## src/rtl/sdp_ram_player_if.sv

```systemverilog
// sdp_ram_player_if: command, RAM read port and AXI4-Stream signals of the RAM player
interface sdp_ram_player_if #(
  parameter int DW = 512,
  parameter int AW = 10,
  parameter int CW = 16
);
  logic          start;
  logic [AW-1:0] start_addr;
  logic [CW-1:0] beat_count;
  logic          abort;
  logic          busy;
  logic          done;
  logic [AW-1:0] ram_raddr;
  logic          ram_re;
  logic [DW-1:0] ram_rdata;
  logic [DW-1:0] axis_tdata;
  logic          axis_tvalid;
  logic          axis_tlast;
  logic          axis_tready;
  modport slave (
    input  start, start_addr, beat_count, abort, ram_rdata, axis_tready,
    output busy, done, ram_raddr, ram_re, axis_tdata, axis_tvalid, axis_tlast
  );
  modport master (
    output start, start_addr, beat_count, abort, ram_rdata, axis_tready,
    input  busy, done, ram_raddr, ram_re, axis_tdata, axis_tvalid, axis_tlast
  );
endinterface

```

## src/rtl/sdp_ram_player.sv

```systemverilog
// sdp_ram_player: streams a contiguous run of RAM words out as AXI4-Stream with credit-based flow control
module sdp_ram_player #(
  parameter int DW = 512,
  parameter int AW = 10,
  parameter int CW = 16,
  parameter int RL = 2,
  parameter int FD = 4
) (
  input logic clk,
  input logic resetn,
  sdp_ram_player_if.slave bus
);
  localparam int PW = $clog2(FD);
  typedef enum logic [1:0] {IDLE, ISSUE, DRAIN, FLUSH} state_t;
  state_t        r_state;
  logic          r_busy, r_done, r_re;
  logic [AW-1:0] r_raddr, r_addr;
  logic [CW-1:0] r_rem, r_len, r_beat;
  logic [RL-1:0] r_vpipe;
  logic [DW-1:0] r_mem [FD];
  logic [PW-1:0] r_wp, r_rp;
  logic [PW:0]   r_cnt;
  logic          w_run, w_abort, w_pop, w_wr, w_issue, w_last;
  logic [7:0]    w_outst;
  logic [RL-1:0] w_pipe_nx;
  assign w_run     = r_state == ISSUE || r_state == DRAIN;
  assign w_abort   = w_run && bus.abort;
  assign w_pop     = r_cnt != '0 && bus.axis_tready;
  assign w_wr      = w_run && !bus.abort && r_vpipe[RL-1];
  assign w_last    = r_beat == r_len - CW'(1);
  assign w_issue   = r_state == ISSUE && !bus.abort && w_outst < 8'(FD);
  assign w_pipe_nx = RL'({r_vpipe, r_re});
  // words owed to the FIFO: occupancy plus every read still in flight, less the beat leaving now
  always_comb begin
    w_outst = 8'(r_cnt) + 8'(r_re) - 8'(w_pop);
    for (int i = 0; i < RL; i++) w_outst = w_outst + 8'(r_vpipe[i]);
  end
  // valid marker follows each read through the fixed RAM latency
  always_ff @(posedge clk)
    if (!resetn) r_vpipe <= '0;
    else r_vpipe <= w_pipe_nx;
  // FIFO pointers and occupancy; abort throws away everything held
  always_ff @(posedge clk)
    if (!resetn || w_abort) begin
      r_wp  <= '0;
      r_rp  <= '0;
      r_cnt <= '0;
    end else begin
      r_wp  <= w_wr ? r_wp + PW'(1) : r_wp;
      r_rp  <= w_pop ? r_rp + PW'(1) : r_rp;
      r_cnt <= r_cnt + (PW+1)'(w_wr) - (PW+1)'(w_pop);
    end
  // FIFO storage; returning words land here unconditionally while a run is live
  always_ff @(posedge clk)
    if (w_wr) r_mem[r_wp] <= bus.ram_rdata;
  // control FSM: command capture, read issue, beat counting and completion
  always_ff @(posedge clk)
    if (!resetn) begin
      r_state <= IDLE;
      r_busy  <= 1'b0;
      r_done  <= 1'b0;
      r_re    <= 1'b0;
      r_raddr <= '0;
      r_addr  <= '0;
      r_rem   <= '0;
      r_len   <= '0;
      r_beat  <= '0;
    end else begin
      r_done  <= 1'b0;
      r_re    <= w_issue;
      r_raddr <= w_issue ? r_addr : r_raddr;
      r_addr  <= w_issue ? r_addr + AW'(1) : r_addr;
      r_rem   <= w_issue ? r_rem - CW'(1) : r_rem;
      r_beat  <= w_pop ? r_beat + CW'(1) : r_beat;
      case (r_state)
        IDLE:
          if (bus.start && bus.beat_count == '0) r_done <= 1'b1;
          else if (bus.start) begin
            r_addr  <= bus.start_addr;
            r_rem   <= bus.beat_count;
            r_len   <= bus.beat_count;
            r_beat  <= '0;
            r_busy  <= 1'b1;
            r_state <= ISSUE;
          end
        ISSUE:
          if (bus.abort) r_state <= FLUSH;
          else if (w_issue && r_rem == CW'(1)) r_state <= DRAIN;
        DRAIN:
          if (bus.abort) r_state <= FLUSH;
          else if (w_pop && w_last) begin
            r_done  <= 1'b1;
            r_busy  <= 1'b0;
            r_state <= IDLE;
          end
        FLUSH:
          if (w_pipe_nx == '0) begin
            r_busy  <= 1'b0;
            r_state <= IDLE;
          end
        default: r_state <= IDLE;
      endcase
    end
  assign bus.busy        = r_busy;
  assign bus.done        = r_done;
  assign bus.ram_re      = r_re;
  assign bus.ram_raddr   = r_raddr;
  assign bus.axis_tvalid = r_cnt != '0;
  assign bus.axis_tdata  = r_mem[r_rp];
  assign bus.axis_tlast  = r_cnt != '0 && w_last;
endmodule

```

## src/flat_wrapper.sv

```systemverilog
// flat-port wrapper written by rule: the top's interface ports become plain ports
module sdp_ram_player_flat 
#(
  parameter int DW = 512,
  parameter int AW = 10,
  parameter int CW = 16,
  parameter int RL = 2,
  parameter int FD = 4
)
  (clk, resetn, bus_start, bus_start_addr, bus_beat_count, bus_abort, bus_ram_rdata, bus_axis_tready, bus_busy, bus_done, bus_ram_raddr, bus_ram_re, bus_axis_tdata, bus_axis_tvalid, bus_axis_tlast);
  sdp_ram_player_if #(.DW(DW), .AW(AW), .CW(CW)) bus_i ();
  input logic clk;
  input logic resetn;
  input wire logic [$bits(bus_i.start)-1:0] bus_start;
  input wire logic [$bits(bus_i.start_addr)-1:0] bus_start_addr;
  input wire logic [$bits(bus_i.beat_count)-1:0] bus_beat_count;
  input wire logic [$bits(bus_i.abort)-1:0] bus_abort;
  input wire logic [$bits(bus_i.ram_rdata)-1:0] bus_ram_rdata;
  input wire logic [$bits(bus_i.axis_tready)-1:0] bus_axis_tready;
  output wire logic [$bits(bus_i.busy)-1:0] bus_busy;
  output wire logic [$bits(bus_i.done)-1:0] bus_done;
  output wire logic [$bits(bus_i.ram_raddr)-1:0] bus_ram_raddr;
  output wire logic [$bits(bus_i.ram_re)-1:0] bus_ram_re;
  output wire logic [$bits(bus_i.axis_tdata)-1:0] bus_axis_tdata;
  output wire logic [$bits(bus_i.axis_tvalid)-1:0] bus_axis_tvalid;
  output wire logic [$bits(bus_i.axis_tlast)-1:0] bus_axis_tlast;
  assign bus_i.start = bus_start;
  assign bus_i.start_addr = bus_start_addr;
  assign bus_i.beat_count = bus_beat_count;
  assign bus_i.abort = bus_abort;
  assign bus_i.ram_rdata = bus_ram_rdata;
  assign bus_i.axis_tready = bus_axis_tready;
  assign bus_busy = bus_i.busy;
  assign bus_done = bus_i.done;
  assign bus_ram_raddr = bus_i.ram_raddr;
  assign bus_ram_re = bus_i.ram_re;
  assign bus_axis_tdata = bus_i.axis_tdata;
  assign bus_axis_tvalid = bus_i.axis_tvalid;
  assign bus_axis_tlast = bus_i.axis_tlast;
  sdp_ram_player #(.DW(DW), .AW(AW), .CW(CW), .RL(RL), .FD(FD)) u_core (.clk(clk), .resetn(resetn), .bus(bus_i));
endmodule
```

## config.mk

```make
export PLATFORM = sky130hd
export DESIGN_NAME = sdp_ram_player_flat
export DESIGN_NICKNAME = d
export VERILOG_FILES = /design/src/rtl/sdp_ram_player_if.sv /design/src/rtl/sdp_ram_player.sv /design/src/flat_wrapper.sv
export SDC_FILE = /design/constraint.sdc
export NUM_CORES = 2
export LEC_CHECK = 0
export ABC_CLOCK_PERIOD_IN_PS = 45700
export BUFFER_PORTS_ARGS = -buffer_cell sky130_fd_sc_hd__buf_2
export CORE_AREA = 2 2 414 416
export DETAILED_ROUTE_END_ITERATION = 8
export DIE_AREA = 0 0 416 418
export PLACE_DENSITY = 0.66
export SYNTH_ARGS = -nofsm -noshare
export SYNTH_HDL_FRONTEND = slang
export SYNTH_SLANG_ARGS = --single-unit
```

## constraint.sdc

```tcl
create_clock -name clk -period 45.7 [get_ports clk]
set_input_delay 6.855 -clock clk [delete_from_list [all_inputs] [get_ports clk]]
set_output_delay 6.855 -clock clk [all_outputs]
set_load 0.1 [all_outputs]
```

==> flow_results.xml <==
<?xml version="1.0" encoding="UTF-8"?>
<metrics>
  <group name="global_route">
    <metric name="wire_length_of_the_first_global_routing_pass" unit="um">261000</metric>
    <metric name="gr-usage-all-layers" unit="%">20.7</metric>
    <metric name="antenna_found_initial" unit="">139</metric>
    <metric name="grt_overflow" unit="">0</metric>
    <metric name="grt_max_degree" unit="">160</metric>
    <metric name="via_count_of_the_first_global_routing_pass" unit="">37698</metric>
  </group>
  <group name="finish">
    <metric name="drive_gt1_share" unit="%">42.0</metric>
    <metric name="area_added_between_synthesis_and_finish" unit="%">18.9</metric>
    <metric name="design.final.nets" unit="">4980</metric>
    <metric name="final.fill_count" unit="">12704</metric>
  </group>
  <group name="sta">
    <metric name="timing.slew.headroom" unit="%">12.9</metric>
    <metric name="slew_at_the_pin_closest_to_its_max_slew_limit" unit="ps">1310</metric>
    <metric name="setup_tns" unit="ps">0</metric>
    <metric name="unrepaired_setup_endpoints_after_global_routing" unit="">false</metric>
    <metric name="clock_skew" unit="ps">37.0</metric>
    <metric name="layout_worst_path_cycle_share" unit="%">30.0</metric>
    <metric name="clock.fmax" unit="GHz">0.0728</metric>
    <metric name="setup_viol_count_final" unit="">0</metric>
    <metric name="timing.final.hold_violations" unit="">0</metric>
    <metric name="period_needed" unit="ps">13730</metric>
    <metric name="timing.final.max_slew_violations" unit="">0</metric>
  </group>
  <group name="logic_synthesis">
    <metric name="synth_async_sr_flop_share" unit="%">0</metric>
    <metric name="synth_warnings" unit="">0</metric>
    <metric name="syn_nets" unit="">3793</metric>
    <metric name="edff_count_synth" unit="">2048</metric>
    <metric name="synth_area_per_cell" unit="sq um">24.2</metric>
    <metric name="ys_ff_latch" unit="">2132</metric>
    <metric name="ys_dominant_reg_cell" unit="">edfxtp_1</metric>
    <metric name="synth_cell_types" unit="">54</metric>
    <metric name="post_synth_inst_count" unit="">3224</metric>
    <metric name="ys_seq_area_share" unit="%">81.0</metric>
    <metric name="post_synth_instance_area" unit="sq mm">0.0780</metric>
  </group>
  <group name="worst_setup_path">
    <metric name="crit_path_end" unit="">bus_axis_tdata[454]</metric>
    <metric name="cp_data_arrival_time" unit="ps">6880</metric>
    <metric name="r2r-start" unit="">u_core.r_state[0]</metric>
    <metric name="end_kind" unit="">primary output</metric>
    <metric name="regToRegEndpoint" unit="">u_core.r_mem[1][283]</metric>
    <metric name="r2r_setup_slack" unit="ps">39880</metric>
    <metric name="timing.setup.critical_path_class" unit="">reg2out</metric>
    <metric name="nature_of_the_critical_path_startpoint" unit="">flip-flop</metric>
    <metric name="critical_path_required" unit="ps">38850</metric>
    <metric name="timing.reg2reg.worst_path_depth" unit="">9</metric>
    <metric name="timing.critical_path.fanout_max" unit="">47</metric>
  </group>
  <group name="route">
    <metric name="drt_wl_total" unit="um">184000</metric>
    <metric name="vias_per_cell" unit="">5.49</metric>
    <metric name="route.detailed.drc" unit="">0</metric>
    <metric name="drt.antenna.violating_nets" unit="">0</metric>
    <metric name="vias" unit="">37572</metric>
    <metric name="routed_wire_length_per_instance" unit="um">26.8</metric>
    <metric name="firstDrtPassIters" unit="">5</metric>
    <metric name="detail_route.iter0.violations" unit="">3408</metric>
  </group>
  <group name="clocking">
    <metric name="tritoncts_num_sinks" unit="">2132</metric>
    <metric name="post-cts-setup-buffers" unit="">0</metric>
    <metric name="cts_tree" unit="">built</metric>
    <metric name="cts_hold_fix_bufs" unit="">0</metric>
    <metric name="htree_levels" unit="">4</metric>
    <metric name="cts_made_buffers" unit="">206</metric>
    <metric name="clk-insertion-delay-late" unit="ps">860</metric>
    <metric name="max-clock-path-buffers" unit="">3</metric>
    <metric name="clk_pin_slew" unit="ps">60</metric>
    <metric name="ctsRootBufferMaster" unit="">clkbuf_16</metric>
    <metric name="cts_repair_resize_count" unit="">0</metric>
  </group>
  <group name="power">
    <metric name="vdd_ir_drop_max" unit="mV">0.0454</metric>
    <metric name="p_leak" unit="nW">30.5</metric>
    <metric name="tot_pwr" unit="mW">5.26</metric>
    <metric name="p_per_area" unit="mW/mm^2">56.7</metric>
  </group>
  <group name="die">
    <metric name="die_area" unit="sq mm">0.174</metric>
    <metric name="ios" unit="">1070</metric>
    <metric name="die-width" unit="um">416</metric>
    <metric name="fp-row-count" unit="">151</metric>
    <metric name="die-height" unit="um">418</metric>
    <metric name="floorplan.initialDensity" unit="%">46.1</metric>
    <metric name="core_area" unit="sq mm">0.169</metric>
  </group>
  <group name="placed_design">
    <metric name="buffer_ports.inserted" unit="">1069</metric>
    <metric name="gp_congestion" unit="">0.842</metric>
    <metric name="detailed_placement_wirelength_estimate" unit="um">120000</metric>
  </group>
  <group name="worst_hold_path">
    <metric name="min_path_type" unit="">reg2reg</metric>
  </group>
  <group name="status">
    <metric name="outcome" unit="">completed</metric>
  </group>
  <group name="job">
    <metric name="drv.max_cap_violation_count" unit="">0</metric>
  </group>
</metrics>
## routing by layer
metal	vias up	wire (um)	global-route usage, %
met2	1425	93400	33.9
met4	94	7660	9.52
met3	492	14600	7.22
met5	-	574	0
li1	16104	-	-
met1	19457	67300	24.8
## cell usage in the layout (no fill, tap or decap), types with 44 or more instances in the layout
cell type  instances
edfxtp_1        2048
mux4_2           512
nor2_1            60
buf_2           1069
clkinv_2          45
nand2_1           67
a21oi_1           44
clkbuf_1          48
dfxtp_1           82
clkbuf_16        206
clkinv_1          49
## report_power, final
| group | switching (mW) | internal [mW] | total [mW] |
|---|---|---|---|
| clock | 0.719 | 0.924 | 1.64 |
| combinational | 1.11 | 0.329 | 1.44 |
| sequential | 0.0206 | 2.15 | 2.17 |
| total | 1.85 | 3.41 | 5.26 |
## registers in the layout, indices dropped and copies added (netlist names), named ones only
signal,flops
u_core.bus.busy,1
u_core.bus.done,1
u_core.bus.ram_raddr,10
u_core.bus.ram_re,1
u_core.r_addr,10
u_core.r_beat,16
u_core.r_cnt,3
u_core.r_len,16
u_core.r_mem,2048
u_core.r_rem,16
u_core.r_rp,2
u_core.r_state,2
u_core.r_vpipe,2
u_core.r_wp,2
## worst max-delay path, cell delays in order (launching register included)
cell	delay, ps
dfxtp_4	840
buf_4	760
buf_4	740
buf_4	820
buf_4	810
buf_4	870
mux4_2	670
buf_2	330
## Yosys cell counts, drive strengths merged (11+ instances only)
| cell type | n | area [sq um] |
|---|---|---|
| mux2i | 11 | 110 |
| nor2 | 60 | 225 |
| ha | 25 | 313 |
| clkbuf | 45 | 169 |
| xor2 | 32 | 280 |
| dfxtp | 84 | 1680 |
| inv | 20 | 75.1 |
| buf | 90 | 352 |
| mux4 | 512 | 11500 |
| xnor2 | 23 | 201 |
| a21oi | 44 | 220 |
| edfxtp | 2048 | 61500 |
| nand3 | 20 | 110 |
| o21ai | 27 | 135 |
| nor4 | 11 | 75.1 |
| nand2 | 67 | 251 |
## cells by family after synthesis
logic type	count (synthesis)	share of synthesized area, %
DFF	2132	81.0
muxes	523	14.9
and+or+nand+nor	229	1.45
buffers and inverters	156	0.769
AOI/OAI and AO/OA	103	0.778
xor gates and xnor gates	55	0.618
adders and majority gates	26	0.427
## metrics by stage
stage | util, % | setup slack, ps | hold WS [ps] | cell area (sq um) | instances
global placement | 50.9 | 32440 | 461 | 86000 | 6421
detailed placement | 50.9 | 32420 | 469 | 86000 | 6421
CTS | 54.8 | 31450 | 476 | 92600 | 6806
floorplan | - | 26000 | 431 | 78000 | 3224
finish | 54.8 | 31970 | 474 | 92700 | 6846
global route | 54.8 | 31130 | 503 | 92700 | 6834
## how the worst min path moves through the flow
stage	slack [ps]	cells after the start	startpoint	endpoint
6_report	470	2	u_core.r_len[15]	u_core.r_len[15]
5_1_grt	500	2	u_core.bus.busy	u_core.bus.busy
4_1_cts	480	2	u_core.r_len[15]	u_core.r_len[15]
3_5_place_dp	470	2	u_core.r_len[15]	u_core.r_len[15]
3_3_place_gp	460	2	u_core.bus.busy	u_core.bus.busy
2_1_floorplan	430	2	u_core.r_vpipe[0]	u_core.r_vpipe[1]
## final cells by class
class                   instances  area [sq um]  share of cell area [%]
diodes                         40           100                   0.108
clock buffers                 254          5340                    5.76
clock inverters               131          1220                    1.32
inverters                      21          78.8                  0.0850
multi-input cells             936         14200                    15.3
flip-flops and latches       2132         63200                    68.2
well taps                    2218          2780                    2.99
repair buffers               1114          5790                    6.24
Note: power is estimated with default switching activity, not from simulation.
